--- src/rtl/pipe_pkg.sv ---
// Shared definitions for the elastic pipeline stage: state encoding, default payload width
// and field offsets of the instruction and pc+4 within the payload.
package pipe_pkg;

  localparam int unsigned DATA_W_DEFAULT = 96;

  localparam logic [1:0] ST_EMPTY = 2'd0;
  localparam logic [1:0] ST_ONE   = 2'd1;
  localparam logic [1:0] ST_FULL  = 2'd2;

  // Payload packing used by the stage boundaries; the stage itself never looks inside.
  localparam int unsigned INSTR_LSB = 0;
  localparam int unsigned INSTR_W   = 32;
  localparam int unsigned PCA4_LSB  = INSTR_LSB + INSTR_W;
  localparam int unsigned PCA4_W    = 32;

endpackage

--- src/rtl/pipe_sat_counter.sv ---
// Saturating up-counter with synchronous active-high clear; holds at all-ones.
module pipe_sat_counter #(
  parameter int unsigned CNT_W = 16
) (
  input  logic             Clk,
  input  logic             Clr,
  input  logic             inc,
  output logic [CNT_W-1:0] cnt
);

  logic [CNT_W-1:0] cnt_q;

  always_ff @(posedge Clk) begin
    if (Clr) begin
      cnt_q <= '0;
    end else if (inc && (cnt_q != {CNT_W{1'b1}})) begin
      cnt_q <= cnt_q + {{(CNT_W-1){1'b0}}, 1'b1};
    end
  end

  assign cnt = cnt_q;

endmodule

--- src/rtl/pipe_stage_elastic.sv ---
// Generic elastic pipeline stage register with valid/ready handshake, optional 2-entry skid
// buffer, synchronous flush and saturating bubble/stall counters.
module pipe_stage_elastic
  import pipe_pkg::*;
#(
  parameter int unsigned DATA_W      = DATA_W_DEFAULT,
  parameter int unsigned SKID        = 1,
  parameter int unsigned CLR_PAYLOAD = 1,
  parameter int unsigned CNT_W       = 16
) (
  input  logic              Clk,
  input  logic              Clr,
  input  logic              in_valid,
  output logic              in_ready,
  input  logic [DATA_W-1:0] in_data,
  input  logic              stall,
  input  logic              flush,
  output logic              out_valid,
  input  logic              out_ready,
  output logic [DATA_W-1:0] out_data,
  output logic [CNT_W-1:0]  bubble_cnt,
  output logic [CNT_W-1:0]  stall_cnt
);

  logic [1:0]        state_q, state_d;
  logic [DATA_W-1:0] main_q, main_d;
  logic [DATA_W-1:0] skid_q, skid_d;
  logic              in_fire, out_fire;

  assign out_valid = (state_q != ST_EMPTY);
  assign out_data  = main_q;
  assign out_fire  = out_valid & out_ready & ~stall;
  assign in_fire   = in_valid & in_ready;

  if (SKID != 0) begin : g_skid
    // Depends on the state register only, so no in/out combinational path.
    assign in_ready = ~Clr & (state_q != ST_FULL);
  end else begin : g_single
    assign in_ready = ~Clr & (~out_valid | out_fire);
  end

  always_comb begin
    state_d = state_q;
    main_d  = main_q;
    skid_d  = skid_q;
    case (state_q)
      ST_EMPTY: begin
        if (in_fire) begin
          state_d = ST_ONE;
          main_d  = in_data;
        end
      end
      ST_ONE: begin
        if (in_fire && out_fire) begin
          main_d = in_data;
        end else if (in_fire) begin
          // Only reachable with SKID=1; the single-register in_ready requires out_fire.
          state_d = ST_FULL;
          skid_d  = in_data;
        end else if (out_fire) begin
          state_d = ST_EMPTY;
        end
      end
      ST_FULL: begin
        if (out_fire) begin
          state_d = ST_ONE;
          main_d  = skid_q;
        end
      end
      default: state_d = ST_EMPTY;
    endcase
    if (flush) begin
      state_d = ST_EMPTY;
      if (CLR_PAYLOAD != 0) begin
        main_d = '0;
        skid_d = '0;
      end
    end
  end

  always_ff @(posedge Clk) begin
    if (Clr) begin
      state_q <= ST_EMPTY;
      if (CLR_PAYLOAD != 0) begin
        main_q <= '0;
        skid_q <= '0;
      end
    end else begin
      state_q <= state_d;
      main_q  <= main_d;
      skid_q  <= skid_d;
    end
  end

  pipe_sat_counter #(
    .CNT_W(CNT_W)
  ) u_bubble_cnt (
    .Clk(Clk),
    .Clr(Clr),
    .inc(~out_valid),
    .cnt(bubble_cnt)
  );

  pipe_sat_counter #(
    .CNT_W(CNT_W)
  ) u_stall_cnt (
    .Clk(Clk),
    .Clr(Clr),
    .inc(out_valid & ~out_fire),
    .cnt(stall_cnt)
  );

endmodule

--- config.mk ---
export PLATFORM = sky130hd
export DESIGN_NAME = pipe_stage_elastic
export DESIGN_NICKNAME = d
export VERILOG_FILES = /design/src/rtl/pipe_pkg.sv /design/src/rtl/pipe_sat_counter.sv /design/src/rtl/pipe_stage_elastic.sv
export SDC_FILE = /design/constraint.sdc
export NUM_CORES = 1
export LEC_CHECK = 0
export ABC_AREA = 1
export CORE_ASPECT_RATIO = 1.5
export CORE_MARGIN = 8
export CORE_UTILIZATION = 51
export DETAILED_ROUTE_END_ITERATION = 16
export GPL_TIMING_DRIVEN = 0
export PLACE_DENSITY = 0.8
export SETUP_SLACK_MARGIN = 0.05
export SYNTH_ARGS = -nofsm -noshare
export SYNTH_HDL_FRONTEND = slang
export SYNTH_HIERARCHICAL = 1
export SYNTH_SLANG_ARGS = --single-unit
--- constraint.sdc ---
create_clock -name Clk -period 1.5 [get_ports Clk]
set_input_delay 0.3 -clock Clk [delete_from_list [all_inputs] [get_ports Clk]]
set_output_delay 0.3 -clock Clk [all_outputs]
set_load 0.01 [all_outputs]
==> summary.txt <==
Status - finished, violations left
Failing checks - setup timing
Hold_sp - in_data[56]
Total core area - 20900 sq um
Crit path launch type - flip-flop
Setup TNS - -0.5719 ns
Antenna cells - 0
RSZ-0062 raised after global routing - true
Worst vdd ir - 0.6625 mV
Worst path max stage delay - 0.35 ns
Hold Crit Class - input port to flip-flop
R2r setup slk - -0.07 ns
Seq/Total Area, Yosys - 41.91%
Num CTS Buffers - 23
Power Dens Cells - 917.8 nW/um^2
Final antenna-violating net count - 0
Peak Freq - 612.7 MHz
Fin area - 14820 sq um
Syn-to-layout area delta - 37.34%
Ports - 232
Post-Synthesis Cells - 1758
Post-DP Area - 13440 sq um
Area leader, netlist - dfxtp_1
Worst slew margin - 66.80%
Mapped Nets - 1862
Netlist cell types - 23
CTS Sinks - 226
Drt pass-1 iters - 5
Async S/R FF share, synth - 0%
Top post-synthesis cells by area - dfxtp_1, nand2_1, nor2_1
Post-synth design cell area - 10790 sq um
Worst setup EP type - output pin
Synth warnings - 6
Pin count of the biggest net entering global routing - 14
Cells along the critical path - buf_6 -> nor2_4 -> inv_2 -> buf_6
Crit path required time - 1.20 ns
Clk slew on worst S/H paths - 0.06 ns
Clock Tree Buf Depth - 3
GRT Total Usage - 23.42%
CP max FO - 3
Initial core utilization - 51.64%
Setup ws final - -0.1322 ns
First-pass GRT wire length - 50980 microns
Top cell type's share of synthesized area - 41.91%
Via/cell ratio - 4.751
Layout filler cell count - 1764
Number of global-route vias before repair - 10710
Top_reg_cell synth - dfxtp_1
Worst-Skew Late Latency - 0.52 ns
Net count, final - 2141
Die width - 134.8 microns
R2R Path Start - state_q[0]
Path type of the worst setup path - flip-flop to output pin
Clock power frac - 43.5%
Internal power - 10.33 mW
Remaining DRCs - 0
Worst Tran Pin Value - 0.4979 ns
Synth cell count leaders - nand2_1, nor2_1, dfxtp_1
Total grt overflow - 0
Critical Path Start - state_q[0]
Critical path's slowest cell - dfxtp_4
Core Rows - 65
Post-DR wirelength/cell - 13.73 microns
GP Congestion - 0.9166
Comb pwr share - 10.9%
Sw Ratio - 24.05%
Post-CTS Hold Fix Bufs - 0
Final setup fails - 15
Worst EP arrival - 1.33 ns
Net load switching power - 3.273 mW
Final Util - 70.92%
Static leakage - 6.885 nW
IO Port Bufs - 231
Clock Root Buffer - clkbuf_16
Max_cap viols - 0
Sequential power share - 45.5%
Total die area - 26170 sq um
DPL Wire Length - 22820 microns
TritonCTS clock tree - built
Crit-path most repeated cell - buf_6
Initial antenna violation count - 1
Max Slew Vio Count - 0
Syn avg cell area - 6.140 sq um
Layout cell share with drive strength beyond 1 - 13.64%
Minimum clock period - 1.632 ns
Final period utilization - 108.8%
WL final - 31880 microns
Most common cell in the synthesized netlist - nand2_1
H-tree Lvls - 1
DR iter-0 viols - 533
Clock skew - 0.008762 ns
Post-synth EDFFs - 0
Pre-CTS WS - -0.9102 ns
Final Hold Viols - 0
Synth Register Bits - 226
DIE HEIGHT - 194.2 microns
Via count - 11030
## routing by layer
layer / part of all wire [%] / GRT usage [%] / vias to the layer above / routed length, microns
met5: 0.028 / 0 / - / 9
met4: 2.9 / 8.058 / 2 / 938
met3: 6.6 / 4.694 / 69 / 2104
met2: 53 / 45.49 / 289 / 17020
met1: 37 / 23.66 / 4941 / 11810
li1: - / - / 5727 / -
## worst paths after layout
path	cells past startpoint	endpoint
max	4	out_valid
min reg2reg	2	skid_q[31]
min	5	skid_q[56]
max reg2reg	12	u_stall_cnt/cnt[13]
## critical path, delay by kind of cell, from the launching register on
kind	cells	cell delay, ns
buf+inv	3	0.31
flops	1	0.35
simple gates	1	0.15
## stage by stage
step           power, mW  hold WS [ns]  cells
6_report           13.61        0.4019   2321
5_1_grt            14.13        0.4226   2321
3_3_place_gp       7.765        0.4620   2257
3_5_place_dp       7.786        0.4709   2257
4_1_cts            13.68        0.3932   2317
2_1_floorplan      7.084        0.4554   1758
## registers in the layout, indices dropped and copies added, names as in the netlist
signal and count:
out_data 96, skid_q 96, state_q 2, u_bubble_cnt/cnt 16, u_stall_cnt/cnt 16
## power by group through the flow
stage          sequential [mW]  clock (mW)  combinational (mW)
6_report                  6.19        5.92                1.49
5_1_grt                   6.20        6.26                1.66
4_1_cts                   6.19        6.01                1.48
3_5_place_dp              6.33           0                1.46
3_3_place_gp              6.32           0                1.44
2_1_floorplan             6.37           0               0.717
## layout make-up
class | instances | area [sq um] | share of cell area, %
Multi-Input combinational cell | 1225 | 5211 | 35.15
Sequential cell | 226 | 4578 | 30.88
Timing Repair Buffer | 255 | 2481 | 16.74
Inverter | 219 | 837.1 | 5.647
Clock buffer | 36 | 694.4 | 4.684
Buffer | 87 | 608.1 | 4.102
Tap cell | 268 | 335.3 | 2.262
Clock inverter | 5 | 78.83 | 0.5317
## cells by family (layout without fill, tap and decap cells)
group           after synthesis  in the layout  share of synthesized area [%]
flops                       226            226                          41.91
compound gates              111            111                          5.147
simple gates               1112           1112                          40.33
buf+inv                     307            602                          12.38
fa+ha+maj                     2              2                         0.2318
## layout by cell type, fill, tap and decap left out, types with 12 or more instances in the layout
cell and instances:
dlygate4sd2_1 65, inv_1 209, nand2_1 574, a21oi_1 12
buf_4 48, nor2_4 17, buf_2 22, nand3_1 16
clkbuf_16 23, buf_6 15, clkdlybuf4s15_2 26, nor2_1 450
dfxtp_1 193, dfxtp_2 28, o21ai_0 88, nor2_2 20
clkdlybuf4s50_1 100, clkdlybuf4s15_1 38
## repair_timing
| item | in CTS | in global routing |
|---|---|---|
| cloned | 1 | 0 |
| resized for setup | 350 | 50 |
| pin swaps | 21 | 19 |
| endpoints found under the setup margin | 346 | 308 |
| setup buffers | 18 | 5 |
(Power assumes the default switching activity.)
